[config.mk]
export PLATFORM = sky130hd
export DESIGN_NAME = shift_add_multiplier
export DESIGN_NICKNAME = d
export VERILOG_FILES = /design/src/rtl/mul_pkg.sv /design/src/rtl/carry_lookahead_adder.sv /design/src/rtl/shift_add_multiplier.sv
export SDC_FILE = /design/constraint.sdc
export NUM_CORES = 1
export LEC_CHECK = 0
export BUFFER_PORTS_ARGS = -buffer_cell sky130_fd_sc_hd__buf_4
export CAP_MARGIN = 20
export CORE_MARGIN = 5
export CORE_UTILIZATION = 42
export DETAILED_ROUTE_END_ITERATION = 10
export PLACE_DENSITY = 0.6
export SLEW_MARGIN = 20
export SYNTH_ARGS = -nofsm -noshare
export SYNTH_HDL_FRONTEND = slang
export SYNTH_SLANG_ARGS = --single-unit
export TNS_END_PERCENT = 5
[constraint.sdc]
create_clock -name i_clk -period 9.4 [get_ports i_clk]
set_input_delay 0.47 -clock i_clk [delete_from_list [all_inputs] [get_ports i_clk]]
set_output_delay 0.47 -clock i_clk [all_outputs]
set_load 0.02 [all_outputs]
[src/rtl/mul_pkg.sv]
// Shared types and constants for the multi-cycle MUL unit.
// FSM state encoding and the default operand width.
package mul_pkg;

  localparam int MUL_WIDTH_DEFAULT = 64;

  typedef enum logic [1:0] {
    IDLE = 2'b00,
    RUN  = 2'b01,
    DONE = 2'b10
  } state_e;

endpackage

[src/rtl/carry_lookahead_adder.sv]
// Parallel-prefix (Kogge-Stone) carry-lookahead adder, carry-in 0.
// Ports: i_add1, i_add2 (WIDTH); o_result (WIDTH+1, MSB is carry-out).
module carry_lookahead_adder #(
  parameter int WIDTH = 64
) (
  input  logic [WIDTH-1:0] i_add1,
  input  logic [WIDTH-1:0] i_add2,
  output logic [WIDTH:0]   o_result
);

  localparam int LVL = $clog2(WIDTH);

  logic [WIDTH-1:0] g0;
  logic [WIDTH-1:0] p0;
  logic [WIDTH-1:0] gfin;

  assign g0 = i_add1 & i_add2;
  assign p0 = i_add1 ^ i_add2;

  // Zero shifted in below the span: low groups keep their final g.
  for (genvar l = 0; l < LVL; l++) begin : g_lvl
    localparam int D = 1 << l;
    logic [WIDTH-1:0] gi;
    logic [WIDTH-1:0] pi;
    logic [WIDTH-1:0] go;
    logic [WIDTH-1:0] po;
    if (l == 0) begin : g_first
      assign gi = g0;
      assign pi = p0;
    end else begin : g_next
      assign gi = g_lvl[l-1].go;
      assign pi = g_lvl[l-1].po;
    end
    assign go = gi | (pi & (gi << D));
    assign po = pi & (pi << D);
  end

  assign gfin = g_lvl[LVL-1].go;

  logic [WIDTH-1:0] last_p_unused;
  assign last_p_unused = g_lvl[LVL-1].po;

  assign o_result = {gfin[WIDTH-1],
                     p0 ^ {gfin[WIDTH-2:0], 1'b0}};

endmodule

[src/rtl/shift_add_multiplier.sv]
// Radix-2 shift-and-add unsigned multiplier, WIDTH x WIDTH -> 2*WIDTH.
// Ports: i_clk, i_rst_n; i_valid/o_ready/i_mcand/i_mplier in; o_valid/i_ready/o_product/o_busy out.
module shift_add_multiplier
  import mul_pkg::*;
#(
  parameter int WIDTH = MUL_WIDTH_DEFAULT
) (
  input  logic             i_clk,
  input  logic             i_rst_n,
  input  logic             i_valid,
  output logic             o_ready,
  input  logic [WIDTH-1:0] i_mcand,
  input  logic [WIDTH-1:0] i_mplier,
  output logic             o_valid,
  input  logic             i_ready,
  output logic [2*WIDTH-1:0] o_product,
  output logic             o_busy
);

  localparam int CW = $clog2(WIDTH);
  localparam logic [CW-1:0] LAST = CW'(WIDTH - 1);

  state_e             state;
  state_e             state_n;
  logic [CW-1:0]      count;
  logic [2*WIDTH-1:0] acc;
  logic [WIDTH-1:0]   mcand;
  logic [WIDTH-1:0]   addend;
  logic [WIDTH:0]     sum;

  assign addend = acc[0] ? mcand : '0;

  carry_lookahead_adder #(
    .WIDTH (WIDTH)
  ) u_cla (
    .i_add1   (acc[2*WIDTH-1:WIDTH]),
    .i_add2   (addend),
    .o_result (sum)
  );

  always_ff @(posedge i_clk) begin
    if (!i_rst_n) begin
      state <= IDLE;
    end else begin
      state <= state_n;
    end
  end

  always_comb begin
    state_n = state;
    o_ready = 1'b0;
    o_valid = 1'b0;
    o_busy  = 1'b0;
    case (state)
      IDLE: begin
        o_ready = 1'b1;
        if (i_valid) state_n = RUN;
      end
      RUN: begin
        o_busy = 1'b1;
        if (count == LAST) state_n = DONE;
      end
      DONE: begin
        o_busy  = 1'b1;
        o_valid = 1'b1;
        if (i_ready) state_n = IDLE;
      end
      default: state_n = IDLE;
    endcase
  end

  // Carry-out of the add becomes the new acc MSB on the shift.
  always_ff @(posedge i_clk) begin
    if (!i_rst_n) begin
      acc   <= '0;
      mcand <= '0;
      count <= '0;
    end else if (state == IDLE && i_valid) begin
      acc   <= {{WIDTH{1'b0}}, i_mplier};
      mcand <= i_mcand;
      count <= '0;
    end else if (state == RUN) begin
      acc   <= {sum, acc[WIDTH-1:1]};
      count <= count + CW'(1);
    end
  end

  assign o_product = acc;

endmodule
==> impl_results.md, run 1 <==
- Die Wd: between 150 and 200 um
- DRT Pass-1 Iters: 5
- RSZ-0062 raised after global routing: false
- Row cnt: 62
- Crit. End Element: flop
- Vias in the first global route: between 10,000 and 15,000
- Share of the yosys chip area belonging to registers: 0.3303
- Cells after Synth: 1,436
- Root buf cell: clkbuf_16
- Flops & latches, synth: 200
- H-tree levels: 4
- Core area: 28,630 sq um
- Post-CTS Repair Setup Buffers: 0
- Layout area overhead: 21.88%
- Leading cell type in the layout, fill and taps excluded: buf_4
- Die Y-Extent: ~180 um
- Fin. Hold Viols: 0
- Ys flop type: dfxtp_1
- Routability cong.: 0.8613
- PortBufs: around 260
- CTS resizes: 0
- Final net count: roughly 1,800
- Cell accounting for the most synthesized area: dfxtp_1
- Slew Viols, Final: 0
- Commonest non-fill, non-tap cells in the layout: buf_4, nand2_1, dfxtp_1, mux2i_1, nor2_1
- Maxcap violations: 0
- DRC viols: 0
- Worst Path Arrival: ~4.4 ns
- YS warnings: 0
- Seq pwr share: 0.438
- Final min period: between 4 and 5 ns
- Syn avg cell area: roughly 8.4 sq um
- DIE AREA: 32,360 sq um
- Hold Buf Count CTS: 0
- Clk buf depth: 2
- NetSw: slightly below 0.0007 W
- Fmax: 245.1 MHz
- Worst EP required: around 10 ns
- Drt wl/cell: between 15 and 20 um
- Final setup viols: 0
- Reg clk slew, reported paths: about 0.08 ns
- Comb pwr share: 0.216
- WS Path Type: flop to flop
- HP Class: primary input to flop
- Worst-Margin Slew: roughly 1.0 ns
- Worst-Skew Late Latency: about 0.45 ns
- Cell variety after synth: between 70 and 80
- Clk pwr share: 0.346
- Cell Area, Synth: 12,120 sq um
- Clock skew: around 0.016 ns
- Largest net degree at the start of global routing: 100
- Final core occ: 0.5161
- Asr flop ratio synth: 0
- Top cells by area, synth: dfxtp_1, mux2i_1, nand2_1
- Placed wire-length estimate: approximately 26,000 um
- Crit Path Max Fanout: 66
- Sink Count: 200
- DRT Wirelength: approximately 35,000 um
- Initial antenna violation count: 0
- Internal power: 0.001505 W
- Vias per inst: approximately 5.4
- Top-Level Pins: 263
- CP startpoint kind: flop
- Outcome: completed
- PwrDens: between 100 and 150 nW/um^2
- Tcrit/Tclk final: 0.4341
- Top-area cell type share of the netlist area: 0.3303
- Relative slew slack: 0.3202
- GRT Overall Usage: 0.2079
- Switching share of power: 0.3137
- Leak: a little over 7 nW
- CTS tree: built
- TritonCTS buffer count: 17
- Finished Layout Cells: around 2,000
- Setup Slack @ Placement: between 5 and 6 ns
- Net Count, Synth: roughly 1,600
- Worst VDD drop: around 0.12 mV
- Flop-to-flop setup slack: about 5.3 ns
- Initial DRC count: just under 500
- Layout cell share with drive strength beyond 1: 0.2016
- Initial core utilization: 0.4234
- DR vias: between 10,000 and 15,000
- DRT antenna net count: 0
- # diodes: 0
- EDFF count, synth: 0
- Post-placement cell area: around 14,000 sq um
- Fin worst setup slack: 5.320 ns
- Setup TNS: 0 ns
- Global-route wire length before repair: approximately 56,000 um
- Fin area: 14,770 sq um
- Fill count: roughly 2,800
- Total grt overflow: 0
- Placed insts: roughly 2,000
[final timing paths]
kind / start / end / cells after the start
setup / recovery: o_product[0]$_SDFFE_PN0P_ / o_product[113]$_SDFFE_PP0P_ / 13
hold / removal: i_mplier[25] / o_product[25]$_SDFFE_PN0P_ / 2
setup reg to reg: o_product[0]$_SDFFE_PN0P_ / o_product[113]$_SDFFE_PP0P_ / 13
hold reg to reg: mcand[56]$_SDFFE_PN0P_ / mcand[56]$_SDFFE_PN0P_ / 2
[layout make-up]
cell class / count / area [sq um] / share of cell area
inverter: 17 / 63.81 / 0.004319
tap: 384 / 480.5 / 0.03252
clock buffer: 19 / 442.9 / 0.02998
clock inverter: 13 / 152.6 / 0.01033
timing repair buffer: 269 / 2019 / 0.1367
sequential: 200 / 4008 / 0.2713
multi-input combinational: 1119 / 7606 / 0.5149
[cell families after synthesis]
| family | share of synthesized area |
|---|---|
| and+or+nand+nor | 0.2013 |
| AOI/OAI and AO/OA | 0.2243 |
| DFF | 0.3303 |
| buffers and inverters | 0.04408 |
| muxes | 0.08764 |
| adders and majority gates | 0.07185 |
| xor gates and xnor gates | 0.04047 |
[sequential cells by signal (all words and copies together), names as in the netlist]
register   flops
o_product    128
count          6
state          2
mcand         64
[synthesized netlist by cell type, drive strengths merged, types with 2 or more instances]
master	instances
nand2	253
a31oi	6
buf	25
or2	4
dfxtp	200
xor2	30
nand3	23
a21oi	79
mux2i	105
and3	4
nor4b	3
nor3b	2
o21a	8
and4	2
o31a	2
o2111ai	5
or3	10
inv	16
nor2b	3
a21boi	68
o22ai	2
o31ai	6
nor4	2
o211a	64
nand4b	2
o21ai	46
nor2	92
xnor2	26
nand4	27
nor3	11
o211ai	5
a211oi	9
a41oi	2
o221a	3
o21bai	14
and2	67
ha	68
a21o	37
or4	6
a221oi	3
clkbuf	74
nand3b	7
[power by group through the flow]
stage | combinational, W | sequential [W] | clock (W)
after global placement | 0.000475 | 0.000980 | 0
after global routing | 0.000521 | 0.000972 | 0.000817
after floorplan | 0.000278 | 0.00100 | 0
after CTS | 0.000480 | 0.000963 | 0.000784
after detailed placement | 0.000479 | 0.000982 | 0
final | 0.000473 | 0.000961 | 0.000758
[worst max-delay path, stage by stage (launching register included)]
cell	delay [ns]
dfxtp_4	0.52
and2_1	0.24
ha_1	0.20
fa_1	0.44
a21o_1	0.22
a221oi_2	0.44
nor2_4	0.10
o211ai_4	0.26
nand4b_1	0.14
a21boi_0	0.55
o21ai_1	0.30
a211oi_1	0.33
or4_1	0.16
nand3_1	0.06
[stage by stage]
| step | hold slack (ns) | power, W |
|---|---|---|
| 2_1_floorplan | 0.4388 | 0.001282 |
| 3_3_place_gp | 0.4491 | 0.001455 |
| 3_5_place_dp | 0.4554 | 0.001460 |
| 4_1_cts | 0.2354 | 0.002227 |
| 5_1_grt | 0.2336 | 0.002310 |
| 6_report | 0.2544 | 0.002192 |
[routing by layer]
metal	track usage	wire length (um)
met1	0.2564	15160
met4	0.04877	439
met3	0.08549	3240
met5	0	0
met2	0.3407	16070
No activity file was read; power rests on OpenSTA's default activity.
==> run 2: changes to the inputs <==
--- a/config.mk
+++ b/config.mk
@@ -5,12 +5,13 @@
 export SDC_FILE = /design/constraint.sdc
 export NUM_CORES = 1
 export LEC_CHECK = 0
+export ABC_AREA = 1
 export BUFFER_PORTS_ARGS = -buffer_cell sky130_fd_sc_hd__buf_4
 export CAP_MARGIN = 20
 export CORE_MARGIN = 5
 export CORE_UTILIZATION = 42
 export DETAILED_ROUTE_END_ITERATION = 10
-export PLACE_DENSITY = 0.6
+export PLACE_DENSITY = 0.59
 export SLEW_MARGIN = 20
 export SYNTH_ARGS = -nofsm -noshare
 export SYNTH_HDL_FRONTEND = slang
==> constraint.sdc (replaced) <==
create_clock -name i_clk -period 4 [get_ports i_clk]
set_input_delay 0.2 -clock i_clk [delete_from_list [all_inputs] [get_ports i_clk]]
set_output_delay 0.2 -clock i_clk [all_outputs]
set_load 0.02 [all_outputs]
==> run 2 against run 1 <==
Compared with the run above:
- non-clock buffer count up 87
- design area grew 20%
- utilization is 2.7 points higher
- clock power rose by 140%
- register-to-register slack got worse by 4.1 ns
- combinational power grew to 9.1 times the previous value
- total power rose to 4.1 times the previous value
- clock skew shrank 0.0023 ns
- global-route usage up 6.2 points
- sequential cell count unchanged
- critical path type unchanged
- largest cell class unchanged
- largest power group is now combinational cells
==> impl_results.md, run 2 <==
- Layout area overhead: 27.03%
- DRC viols: 0 (unchanged)
- Row cnt: 66 (+6.5%)
- GRT Overall Usage: 0.2697 (+0.06181)
- Layout cell share with drive strength beyond 1: 0.1260 (-0.07554)
- Initial antenna violation count: 0 (unchanged)
- Global-route met3 utilization: 0.05543 (-0.03005)
- RSZ-0062 raised after global routing: false
- Internal power: 0.004938 W (+230%)
- Seq pwr share: 0.324 (-0.114)
- DIE AREA: 36,930 sq um (+14%)
- Global-route wire length before repair: 78,860 um (+40%)
- YS warnings: 0 (unchanged)
- Drt wl/cell: 15.65 um (-9.4%)
- WS Path Type: flop to flop
- Switching share of power: 0.4527 (+0.1390)
- Share of the yosys chip area belonging to registers: 0.2873 (-0.04309)
- Syn avg cell area: 5.696 sq um (-33%)
- Initial DRC count: 1,067 (+120%)
- Leak: 9.989 nW (+40%)
- Cell variety after synth: 30 (-61%)
- Vias per inst: 4.822 (-10%)
- Worst Path Arrival: 3.11 ns (-1.30 ns)
- EDFF count, synth: 0 (unchanged)
- Outcome: completed
- # diodes: 0 (unchanged)
- PortBufs: 262 (unchanged)
- Asr flop ratio synth: 0 (unchanged)
- Die Wd: 192.2 um (+6.8%)
- Routability cong.: 0.9832 (+14%)
- Cells after Synth: 2,447 (+70%)
- Initial core utilization: 0.4273 (+0.003891)
- Net Count, Synth: 2,648 (+62%)
- Sequential cell area: 4005 sq um (about the same)
- Cell accounting for the most synthesized area: dfxtp_1
- Largest stage delay, worst path: 0.37 ns (-0.18 ns)
- WHS Path Cells: 3 (+1)
- Maxcap violations: 0 (unchanged)
- Top-area cell type share of the netlist area: 0.2873 (-0.04309)
- Relative slew slack: 0.3847 (+0.06450)
- Worst EP required: 4.35 ns (-5.38 ns)
- Met1 Resource Use GR: 0.3720 (+0.1156)
- Post-CTS Repair Setup Buffers: 0 (unchanged)
- Placed wire-length estimate: 39,000 um (+50%)
- Worst VDD drop: 0.3335 mV (+170%)
- Largest net degree at the start of global routing: 89 (-11%)
- Most common cell on crit path: nand2_1
- Cell Area, Synth: 13,940 sq um (+15%)
- Core area: 32,620 sq um (+14%)
- PwrDens: 509.6 nW/um^2 (+240%)
- Sink Count: 200 (unchanged)
- TritonCTS buffer count: 17 (unchanged)
- Crit Path Max Fanout: 26 (-61%)
- Worst path depth: 15 (+2)
- Final net count: 2,941 (+61%)
- Commonest non-fill, non-tap cells in the layout: nand2_1, inv_1, nor2_1, buf_4, dfxtp_1
- Clock skew: 0.01383 ns (-0.002265 ns)
- Family with the most delay on the worst path: simple AND/OR/NAND/NOR gates
- CTS resizes: 0 (unchanged)
- Clk pwr share: 0.199 (-0.147)
- Comb pwr share: 0.477 (+0.261)
- Buffers & Inverters on Critical Path: 4 (+4)
- Max reg flops: 128 (unchanged)
- H-tree levels: 4 (unchanged)
- DR vias: 15,410 (+42%)
- Clk buf depth: 2 (unchanged)
- Final core occ: 0.5428 (+0.02672)
- Root buf cell: clkbuf_16
- HP Class: primary input to flop
- Reg clk slew, reported paths: 0.08 ns (about the same)
- Fmax: 363.0 MHz (+48%)
- DRT Pass-1 Iters: 5 (unchanged)
- Tcrit/Tclk final: 0.6887 (+0.2547)
- Final setup viols: 0 (unchanged)
- Worst r2r path cells: 15 (+2)
- Vias in the first global route: 14,660 (+37%)
- DRT antenna net count: 0 (unchanged)
- Worst-Margin Slew: 0.9230 ns (-0.09675 ns)
- Top-Level Pins: 263 (unchanged)
- Die Y-Extent: 192.2 um (+6.8%)
- Most frequent cells after synthesis: nand2_1, inv_1, nor2_1
- Slew Viols, Final: 0 (unchanged)
- Total grt overflow: 0 (unchanged)
- Crit. End Element: flop
- Most used routing layer: met2
- Slowest-stage cell, CP: ha_1
- DRT Wirelength: 50,000 um (+43%)
- Flop-to-flop setup slack: 1.25 ns (-4.07 ns)
- CP startpoint kind: flop
- Flops & latches, synth: 200 (unchanged)
- Crit-path cells: buf_4, nand2_1, inv_1, ha_1, nand2_1, nor2_1, inv_1, nor3_1, nand2_1, nand2_1, nand2_1, nand3_1, nand3_1, nand2_1, inv_1
- Worst-Skew Late Latency: 0.46 ns (about the same)
- Fill count: 3,485 (+24%)
- NetSw: 0.004085 W (+490%)
- Final min period: 2.755 ns (-1.325 ns)
- Setup TNS: 0 ns (unchanged)
- Most common cell in the netlist: nand2_1
- CTS tree: built
- Fin. Hold Viols: 0 (unchanged)
- Hold Buf Count CTS: 79 (+79)
- Leading cell type in the layout, fill and taps excluded: nand2_1
- Top cells by area, synth: dfxtp_1, nand2_1, inv_1
- Ys flop type: dfxtp_1
- Multi-input combinational cell area: 7900 sq um (+3.9%)
- Routing usage on met2: 0.4426 (+0.1018)
run 2: changes by cell type in the layout (fill, tap and decap cells not counted), sizes merged, moves of 23 or more:
cell	previous run	this run
inv	25	470
nor2	92	368
a31oi	6	62
dlygate4sd3	0	79
xnor2	26	3
nand2	253	812
o211a	64	0
and2	67	3
a21boi	68	0
o21ai	46	114
nand3	23	141
a21o	37	1
mux2i	105	0
run 2: cell type report:
cell class                 instances  area share
tap                              442     0.03123
inverter                         466     0.09893
clock buffer                      18     0.02480
timing repair buffer             356      0.1635
sequential                       200      0.2262
clock inverter                    14    0.009116
multi-input combinational       1699      0.4462
run 2: path summary, 6_finish.rpt:
check,from,to
hold / removal,i_mplier[54],o_product[54]$_SDFFE_PN0P_
setup / recovery,o_product[0]$_SDFFE_PN0P_,o_product[106]$_SDFFE_PP0P_
setup reg to reg,o_product[0]$_SDFFE_PN0P_,o_product[106]$_SDFFE_PP0P_
hold reg to reg,count[5]$_SDFFE_PP0P_,count[5]$_SDFFE_PP0P_
run 2: cells by family (layout without fill, tap and decap cells):
| family | count (synthesis) | in the layout | synth area share |
|---|---|---|---|
| adders and majority gates | 69 | 69 | 0.06248 |
| DFF | 200 | 200 | 0.2873 |
| and+or+nand+nor | 1357 | 1357 | 0.3890 |
| AOI/OAI and AO/OA | 243 | 243 | 0.09452 |
| buffers and inverters | 548 | 854 | 0.1479 |
| xor gates and xnor gates | 30 | 30 | 0.01885 |
run 2: routing by layer:
metal	wire length (um)	vias up
li1	-	8016
met1	23320	6936
met2	22720	424
met3	3449	29
met4	515	0
met5	0	-
run 2: tightest hold or removal path, delay by kind of cell:
family	cells	cell delay (ns)
AO/OA/AOI/OAI	1	0.07
buffers and inverters	1	0.11
AND/OR/NAND/NOR	1	0.06
run 2: per-stage QoR:
| stage | hold slack, ns | cell area, sq um | worst slack, ns | instances | total power [W] |
|---|---|---|---|---|---|
| floorplan | 0.3488 | 13940 | 1.551 | 2447 | 0.005649 |
| global placement | 0.4420 | 16310 | 1.272 | 3084 | 0.007184 |
| detailed placement | 0.4523 | 16310 | 1.299 | 3084 | 0.007214 |
| CTS | 0.001268 | 17710 | 1.273 | 3195 | 0.009098 |
| global route | 0.0009674 | 17710 | 0.9752 | 3195 | 0.009698 |
| finish | 0.02079 | 17710 | 1.245 | 3195 | 0.009023 |
run 2: power by group through the flow:
stage          sequential (W)  combinational, W  clock [W]
4_1_cts               0.00292           0.00433    0.00185
6_report              0.00292           0.00430    0.00180
3_5_place_dp          0.00296           0.00426          0
3_3_place_gp          0.00296           0.00423          0
2_1_floorplan         0.00322           0.00243          0
5_1_grt               0.00299           0.00479    0.00192
==> run 3: changes to the inputs <==
==> constraint.sdc (replaced) <==
create_clock -name i_clk -period 2.65 [get_ports i_clk]
set_input_delay 0.1325 -clock i_clk [delete_from_list [all_inputs] [get_ports i_clk]]
set_output_delay 0.1325 -clock i_clk [all_outputs]
set_load 0.02 [all_outputs]
==> run 3 against run 2 <==
Compared with the run above:
- clock-buffer cell count increased by 1
- first-iteration DRC count up 0.56%
- sequential share of layout area is 1.1 points lower
- non-clock buffer count grew 72
==> impl_results.md, run 3 (synthesis gave the netlist of run 2 again) <==
- Outcome: completed
- Vias in the first global route: 15,090 (+2.9%)
- Row cnt: 66 (unchanged)
- Largest net degree at the start of global routing: 129 (+45%)
- DIE AREA: 36,930 sq um (unchanged)
- Core area: 32,620 sq um (unchanged)
- Crit. End Element: flop
- Root buf cell: clkbuf_16
- Slowest-stage cell, CP: dfxtp_4
- DRC viols: 0 (unchanged)
- Family with the most delay on the worst path: simple AND/OR/NAND/NOR gates
- # diodes: 0 (unchanged)
- Seq pwr share: 0.321 (-0.003)
- DRT Pass-1 Iters: 8 (+3)
- DR vias: 15,820 (+2.7%)
- PwrDens: 741.6 nW/um^2 (+46%)
- Final net count: 3,013 (+2.4%)
- Flop-to-flop setup slack: 0.08 ns (-1.16 ns)
- Commonest non-fill, non-tap cells in the layout: nand2_1, inv_1, nor2_1, buf_4, dfxtp_1
- Final setup viols: 0 (unchanged)
- TritonCTS buffer count: 17 (unchanged)
- Crit-path cells: buf_12, buf_12, nand2_1, inv_1, ha_1, nand2_1, nor2_2, nand2_1, inv_1, nand2_1, nor2_1, nand2_1, nand4_1, nand3_1, nand2_1, inv_1
- CTS tree: built
- Layout area overhead: 33.41%
- Initial antenna violation count: 0 (unchanged)
- Comb pwr share: 0.485 (+0.008)
- Worst VDD drop: 0.5211 mV (+56%)
- Clock skew: 0.01199 ns (-0.001847 ns)
- Total grt overflow: 0 (unchanged)
- H-tree levels: 4 (unchanged)
- Top-Level Pins: 263 (unchanged)
- WS Path Type: flop to flop
- Max reg flops: 128 (unchanged)
- GRT Overall Usage: 0.2752 (+0.005498)
- HP Class: primary input to flop
- Die Y-Extent: 192.2 um (unchanged)
- Leading cell type in the layout, fill and taps excluded: nand2_1
- Setup Slack @ Placement: -0.05573 ns (-1.355 ns)
- Switching share of power: 0.4495 (-0.003190)
- DRT Wirelength: 51,110 um (+2.2%)
- Slew Viols, Final: 0 (unchanged)
- Relative slew slack: 0.4958 (+0.1111)
- Initial DRC count: 1,073 (+0.56%)
- PortBufs: 262 (unchanged)
- Worst-Skew Late Latency: 0.46 ns (about the same)
- NetSw: 0.006199 W (+52%)
- Clk buf depth: 2 (unchanged)
- Clk pwr share: 0.194 (-0.005)
- Fill count: 3,352 (-3.8%)
- Leak: 10.39 nW (+4.1%)
- Largest stage delay, worst path: 0.38 ns (about the same)
- Reg clk slew, reported paths: 0.08 ns (about the same)
- Fmax: 389.8 MHz (+7.4%)
- CP startpoint kind: flop
- RSZ-0062 raised after global routing: true
- Sink Count: 200 (unchanged)
- Drt wl/cell: 15.64 um (about the same)
- Buffers & Inverters on Critical Path: 5 (+1)
- Crit Path Max Fanout: 28 (+7.7%)
- Global-route wire length before repair: 80,170 um (+1.7%)
- Worst EP required: 3.01 ns (-1.34 ns)
- Die Wd: 192.2 um (unchanged)
- Tcrit/Tclk final: 0.9680 (+0.2793)
- Placed wire-length estimate: 39,270 um (+0.68%)
- Worst-Margin Slew: 0.7563 ns (-0.1667 ns)
- Fin worst setup slack: 0.08480 ns (-1.160 ns)
- Fin. Hold Viols: 0 (unchanged)
- DRT antenna net count: 0 (unchanged)
- Internal power: 0.007591 W (+54%)
- Layout cell share with drive strength beyond 1: 0.1490 (+0.02298)
- Final core occ: 0.5701 (+0.02727)
- Final min period: 2.565 ns (-0.1897 ns)
- Vias per inst: 4.843 (+0.45%)
- Most common cell on crit path: nand2_1
- Initial core utilization: 0.4273 (unchanged)
- Routability cong.: 0.9699 (-1.4%)
- Worst Path Arrival: 2.93 ns (-0.18 ns)
- Maxcap violations: 0 (unchanged)
==> run 3: changes by cell type in the layout (fill, tap and decap cells not counted), sizes merged <==
cell | before | now
clkbuf | 18 | 19
clkinv | 8 | 5
dlygate4sd3 | 79 | 128
clkinvlp | 1 | 3
buf | 277 | 300
==> run 3: metal layers <==
layer  global-route usage  share of wire  vias to the layer above
met5                    0              0                        -
met4              0.06884          0.019                        0
met3              0.06198          0.076                       53
met2               0.4480           0.45                      471
met1               0.3704           0.45                     7129
li1                     -              -                     8170
==> run 3: cell type report <==
cell class,instances,area (sq um),share of cell area
clock inverters,13,140.1,0.007536
multi-input cells,1699,8079,0.4345
well taps,442,553.0,0.02974
flip-flops and latches,200,4008,0.2155
clock buffers,19,442.9,0.02382
inverters,466,1752,0.09420
repair buffers,428,3621,0.1947
==> run 3: worst paths after layout <==
kind                            cells past startpoint                     endpoint                 startpoint
worst min-delay path                                3        state[1]$_SDFFE_PN0P_                    i_ready
worst max register to register                     16  o_product[112]$_SDFFE_PP0P_  o_product[0]$_SDFFE_PN0P_
worst min register to register                      2        count[5]$_SDFFE_PP0P_      count[5]$_SDFFE_PP0P_
worst max-delay path                               16  o_product[112]$_SDFFE_PP0P_  o_product[0]$_SDFFE_PN0P_
==> run 3: timing repair <==
item	4_1_cts	5_1_grt
gates cloned	0	0
hold buffers	128	0
hold endpoints to repair	128	0
setup buffers	0	0
setup endpoints to repair	1	35
pin swaps	0	0
resized for setup	1	55
==> run 3: tightest hold or removal path: cells and delay by family <==
kind / cells / cell delay [ns]
compound gates: 2 / 0.32
buf+inv: 1 / 0.08
==> run 3: stage by stage <==
stage                     total power (W)  hold WS (ns)  instances  TNS (ns)  area (sq um)
final                             0.01379        0.1102       3267         0         18600
after detailed placement          0.01100        0.3825       3107  -0.05573         16550
after global routing              0.01482        0.1027       3267   -0.4793         18600
after floorplan                  0.008527        0.2813       2447         0         13940
after global placement            0.01093        0.3760       3107  -0.03141         16550
after CTS                         0.01385       0.08635       3267         0         18420
==> run 3: power groups by stage <==
stage | clock network [W] | registers, W | logic, W
6_report | 0.00267 | 0.00443 | 0.00669
5_1_grt | 0.00282 | 0.00453 | 0.00746
3_5_place_dp | 0 | 0.00449 | 0.00651
2_1_floorplan | 0 | 0.00485 | 0.00367
4_1_cts | 0.00273 | 0.00444 | 0.00669
3_3_place_gp | 0 | 0.00449 | 0.00644
